--- src/rtl/fetch_queue.sv ---
`timescale 1ns/1ps
// Instruction fetch unit: owns the PC, keeps one word fetch in flight and
// buffers up to DEPTH {instruction, pc+4} entries for decode.
// Latency: request 1 cycle after reset release or a flush; imemValid -> instrValid 1 cycle.
// Backpressure: instrReady low fills the buffer; new fetches stop when it would overflow.
// Ports:
//   clk, reset                 rising-edge clock, async active-high reset
//   pcSelect/startAddress      load a start PC and flush (wins over redirect)
//   redirect/redirectAddr      taken branch/jump: flush and load target
//   imemReq/imemAddr           registered fetch request, one outstanding at a time
//   imemValid/imemData         single-cycle response strobe for the outstanding request
//   instrValid/instruction/pcPlus4/instrReady   head entry to decode, valid/ready
module fetch_queue #(
  parameter int ADDR_W = 32,
  parameter int DATA_W = 32,
  parameter int DEPTH = 4,
  parameter logic [ADDR_W-1:0] RESET_ADDR = '0
) (
  input  logic              clk,
  input  logic              reset,
  input  logic              pcSelect,
  input  logic [ADDR_W-1:0] startAddress,
  input  logic              redirect,
  input  logic [ADDR_W-1:0] redirectAddr,
  output logic              imemReq,
  output logic [ADDR_W-1:0] imemAddr,
  input  logic              imemValid,
  input  logic [DATA_W-1:0] imemData,
  output logic              instrValid,
  output logic [DATA_W-1:0] instruction,
  output logic [ADDR_W-1:0] pcPlus4,
  input  logic              instrReady
);

  localparam int PTR_W = $clog2(DEPTH);
  localparam int CNT_W = $clog2(DEPTH + 1);
  localparam logic [CNT_W-1:0] FULL = CNT_W'(DEPTH);

  logic [ADDR_W-1:0] pc;
  logic [ADDR_W-1:0] req_addr;
  logic [CNT_W-1:0]  count;
  logic [CNT_W-1:0]  count_next;
  logic [PTR_W-1:0]  rd_ptr;
  logic [PTR_W-1:0]  wr_ptr;
  logic              busy;
  logic              drop;

  logic [DATA_W-1:0] instr_mem [DEPTH];
  logic [ADDR_W-1:0] link_mem  [DEPTH];

  logic              flush;
  logic [ADDR_W-1:0] flush_target;
  logic              pop;
  logic              resp;
  logic              push;
  logic              issue;

  always_comb begin
    flush        = pcSelect | redirect;
    // Targets are word-aligned by clearing the two low bits.
    flush_target = (pcSelect ? startAddress : redirectAddr) & ~ADDR_W'(3);
    pop          = (count != '0) && instrReady && !flush;
    resp         = busy && imemValid;
    push         = resp && !drop && !flush;
    count_next   = count + CNT_W'(push) - CNT_W'(pop);
    // A new request may go out in the same cycle the previous one returns;
    // gating on count_next keeps a future push from ever hitting a full buffer.
    issue        = (!busy || imemValid) && !flush && (count_next < FULL);
  end

  always_ff @(posedge clk or posedge reset) begin
    if (reset) begin
      pc       <= RESET_ADDR;
      req_addr <= '0;
      count    <= '0;
      rd_ptr   <= '0;
      wr_ptr   <= '0;
      busy     <= 1'b0;
      drop     <= 1'b0;
    end else if (flush) begin
      pc     <= flush_target;
      count  <= '0;
      rd_ptr <= '0;
      wr_ptr <= '0;
      if (busy) begin
        if (imemValid) begin
          // Response arrives with the flush: discard it and go idle.
          busy <= 1'b0;
          drop <= 1'b0;
        end else begin
          // Keep the request on the bus until memory answers, then discard.
          drop <= 1'b1;
        end
      end
    end else begin
      count <= count_next;
      if (push) wr_ptr <= wr_ptr + PTR_W'(1);
      if (pop)  rd_ptr <= rd_ptr + PTR_W'(1);
      if (issue) begin
        busy     <= 1'b1;
        drop     <= 1'b0;
        req_addr <= pc;
        pc       <= pc + ADDR_W'(4);
      end else if (resp) begin
        busy <= 1'b0;
        drop <= 1'b0;
      end
    end
  end

  // Buffer storage needs no reset; count gates visibility of every entry.
  always_ff @(posedge clk) begin
    if (push) begin
      instr_mem[wr_ptr] <= imemData;
      link_mem[wr_ptr]  <= req_addr + ADDR_W'(4);
    end
  end

  assign imemReq     = busy;
  assign imemAddr    = req_addr;
  assign instrValid  = (count != '0);
  assign instruction = instr_mem[rd_ptr];
  assign pcPlus4     = link_mem[rd_ptr];

endmodule

--- config.mk ---
export PLATFORM = sky130hd
export DESIGN_NAME = fetch_queue
export DESIGN_NICKNAME = d
export VERILOG_FILES = /design/src/rtl/fetch_queue.sv
export SDC_FILE = /design/constraint.sdc
export NUM_CORES = 1
export LEC_CHECK = 0
export BUFFER_PORTS_ARGS = -buffer_cell sky130_fd_sc_hd__buf_2
export CORE_MARGIN = 4
export CORE_UTILIZATION = 43
export CTS_CLUSTER_SIZE = 20
export DETAILED_ROUTE_END_ITERATION = 16
export PLACE_DENSITY = 0.65
export REMOVE_ABC_BUFFERS = 1
export SLEW_MARGIN = 10
export SYNTH_ARGS = -nofsm -noshare
export SYNTH_HDL_FRONTEND = slang
export SYNTH_SLANG_ARGS = --single-unit
--- constraint.sdc ---
create_clock -name clk -period 2.6 [get_ports clk]
set_input_delay 0.52 -clock clk [delete_from_list [all_inputs] [get_ports clk]]
set_output_delay 0.52 -clock clk [all_outputs]
set_load 0.02 [all_outputs]
==> impl_metrics.env <==
export IMPL_wl_um=29300
export IMPL_dp_cells=1409
export IMPL_finalNetCount=1191
export IMPL_dr_pass1_iters=5
export IMPL_place_port_buffers=191
export IMPL_setup_viol=61
export IMPL_min_period_ns=2.99
export IMPL_std_cell_rows=64
export IMPL_fin_ws_ns=-0.390
export IMPL_ir_drop_mv=0.350
export IMPL_grt_use_total_pct=17.4
export IMPL_core_area_um2=30500
export IMPL_setup_worst_path_start_class="register"
export IMPL_dieArea_um2=33800
export IMPL_htreeDepth=2
export IMPL_syn_avg_cell_area_um2=16.2
export IMPL_clk_latency_ns=0.51
export IMPL_finalPower_mw=11.9
export IMPL_postSynthCellCount=818
export IMPL_numCtsBuffers=34
export IMPL_start_util_pct=43.5
export IMPL_drv_cap=0
export IMPL_worstPathArrival_ns=3.39
export IMPL_p_per_area_nw_per_um2=700
export IMPL_critical_path_required_ns=3.00
export IMPL_viasPerCell=5.29
export IMPL_final_hold_viol_count=0
export IMPL_die_y_um=184
export IMPL_yosys_cell_count_top_type="edfxtp_1"
export IMPL_yosysWarnings=0
export IMPL_hold_path_class="in2async"
export IMPL_met2_usage_pct=28.7
export IMPL_syn2layout_area_growth_pct=27.6
export IMPL_drive_above_1_share_pct=38.8
export IMPL_final_util_pct=55.6
export IMPL_gp_congestion=0.868
export IMPL_antenna_found_initial=0
export IMPL_diodes=0
export IMPL_path_max_fanout=8
export IMPL_cts_root_buf="clkbuf_16"
export IMPL_die_x_um=184
export IMPL_critPathKind="reg2reg"
export IMPL_skew_ns=0.0166
export IMPL_ys_seq_area_share_pct=69.0
export IMPL_synth_edf_count=248
export IMPL_clockBufferDepth=3
export IMPL_busiest_layer="met2"
export IMPL_rsz0062_at_grt="true"
export IMPL_path_clk_slew_ns=0.06
export IMPL_ff2ff_setup_slack_ns=-0.39
export IMPL_ys_top_cells_by_area="edfxtp_1, dfrtp_1, mux4_2"
export IMPL_drc=0
export IMPL_finalCritPeriodShare_pct=115
export IMPL_setup_tns_ns=-19.46
export IMPL_ios=200
export IMPL_ys_types=60
export IMPL_gr_usage_met1_pct=24.3
export IMPL_grt_pass1_vias=8229
export IMPL_violations="negative setup slack"
export IMPL_grtUsageMet3_pct=3.38
export IMPL_status="complete, but fails checks"
export IMPL_syn_area_um2=13300
export IMPL_grt_ovfl_total=0
export IMPL_vias=7947
export IMPL_slew_headroom_pct=52.0
export IMPL_max_freq_ghz=0.334
export IMPL_wl_per_cell_um=19.5
export IMPL_hpwl_um=18800
export IMPL_async_reset_ff_share_pct=21.8
export IMPL_yosysTopAreaCellShare_pct=56.1
export IMPL_power_leakage_nw=6.27
export IMPL_worst_slew_pin_slew_ns=0.719
export IMPL_final_cells=1502
export IMPL_synth_common_cells="edfxtp_1, nand2_1, dfrtp_1"
export IMPL_cts_sinks=317
export IMPL_synthFlopType="edfxtp_1"
export IMPL_cts_hold_buf=0
export IMPL_grt_max_degree=63
export IMPL_drtIter0Drc=453
export IMPL_grt_pass1_wl_um=46400
export IMPL_yosysTopAreaCell="edfxtp_1"
export IMPL_ys_ff_latch=317
export IMPL_cp_end_kind="register"
export IMPL_slew_viol_final=0
export IMPL_cts_tree="yes"
export IMPL_drtAntennaViolNets=0
==> final timing paths <==
check / startpoint / end / depth (start not counted)
setup / recovery: count[0] / imemAddr[30] / 16
hold / removal: reset / imemAddr[4] / 2
setup reg to reg: count[0] / imemAddr[30] / 16
hold reg to reg: pc[28] / imemAddr[28] / 2
max in group asynchronous: reset / pc[6] / 3
min in group clk: imemData[19] / instr_mem[2][19] / 1
==> kinds of logic (layout without fill, tap and decap cells) <==
logic type	Yosys count	after routing	synth area share [%]
AOI/OAI and AO/OA	73	73	3.44
xor gates and xnor gates	54	54	3.80
adders and majority gates	9	9	0.904
buffers and inverters	53	338	1.86
DFF	317	317	69.0
muxes	70	70	11.1
other	1	4	0.0282
and+or+nand+nor	241	241	9.81
==> timing repair <==
action | CTS | global route
pin swaps | 29 | 18
resized for setup | 48 | 20
buffers inserted | 17 | 6
setup endpoints to repair | 112 | 62
gates cloned | 7 | 1
==> layout by cell type, fill, tap and decap left out, types with 4 or more instances in the layout <==
master and instances:
edfxtp_1 248, buf_2 191, nand2_1 108, dfrtp_1 67
mux4_2 62, clkbuf_16 35, xnor2_1 34, buf_4 27
a21oi_1 20, buf_12 20, nand4_1 19, xor2_1 18
nand3_1 18, nor2_1 18, buf_6 15, o21ai_1 11
nor2b_1 11, o22ai_1 11, inv_1 10, mux2i_1 8
ha_1 8, clkbuf_1 8, and4_1 7, nor4_4 7
a211oi_1 7, buf_16 6, a22oi_1 5, clkinv_1 5
clkinv_2 5, and2_1 4, and3_1 4, and2_4 4
conb_1 4, bufinv_16 4
==> state kept, by name, summed over array words and instances, names as in the netlist <==
signal	flops
link_mem	120
drop	1
pc	30
rd_ptr	2
count	3
imemReq	1
wr_ptr	2
instr_mem	128
imemAddr	30
==> layout make-up <==
| cell class | count | area, um2 |
|---|---|---|
| clock buffer | 42 | 881 |
| inverter | 12 | 45.0 |
| multi-input combinational | 451 | 4140 |
| clock inverter | 20 | 223 |
| fill | 2436 | 13600 |
| timing repair buffer | 264 | 2000 |
| tap | 396 | 495 |
| sequential | 317 | 9180 |
==> layer usage <==
metal	vias up	part of all wire, %
met3	40	6.2
met4	0	1.6
met2	261	50
li1	3675	-
met1	3971	42
met5	-	0
==> worst max-delay path, cell delays in order, from the launching register on <==
cell	delay [ns]
dfrtp_1	0.38
or3_4	0.40
nand2_2	0.09
nor2_1	0.04
ha_1	0.29
inv_1	0.06
ha_1	0.13
inv_1	0.05
fa_2	0.35
xor3_2	0.30
nor2_4	0.17
buf_6	0.14
nand2_8	0.10
buf_12	0.17
buf_16	0.12
nand2_1	0.06
nand2_1	0.05
==> metrics by stage <==
stage | area, um2 | setup slack, ns | hold slack, ns
floorplan | 13100 | -1.17 | 0.475
global placement | 15000 | -0.608 | 0.512
global route | 17000 | -0.557 | 0.186
CTS | 16800 | -0.360 | 0.146
finish | 17000 | -0.390 | 0.145
detailed placement | 15000 | -0.673 | 0.520
==> where the power goes <==
part / leakage [nW] / switching, mW / internal [mW]
combinational: 2.65 / 0.673 / 0.478
sequential: 3.08 / 0.240 / 5.73
clock: 0.537 / 1.92 / 2.83
total: 6.27 / 2.83 / 9.04
(Power assumes the default switching activity.)
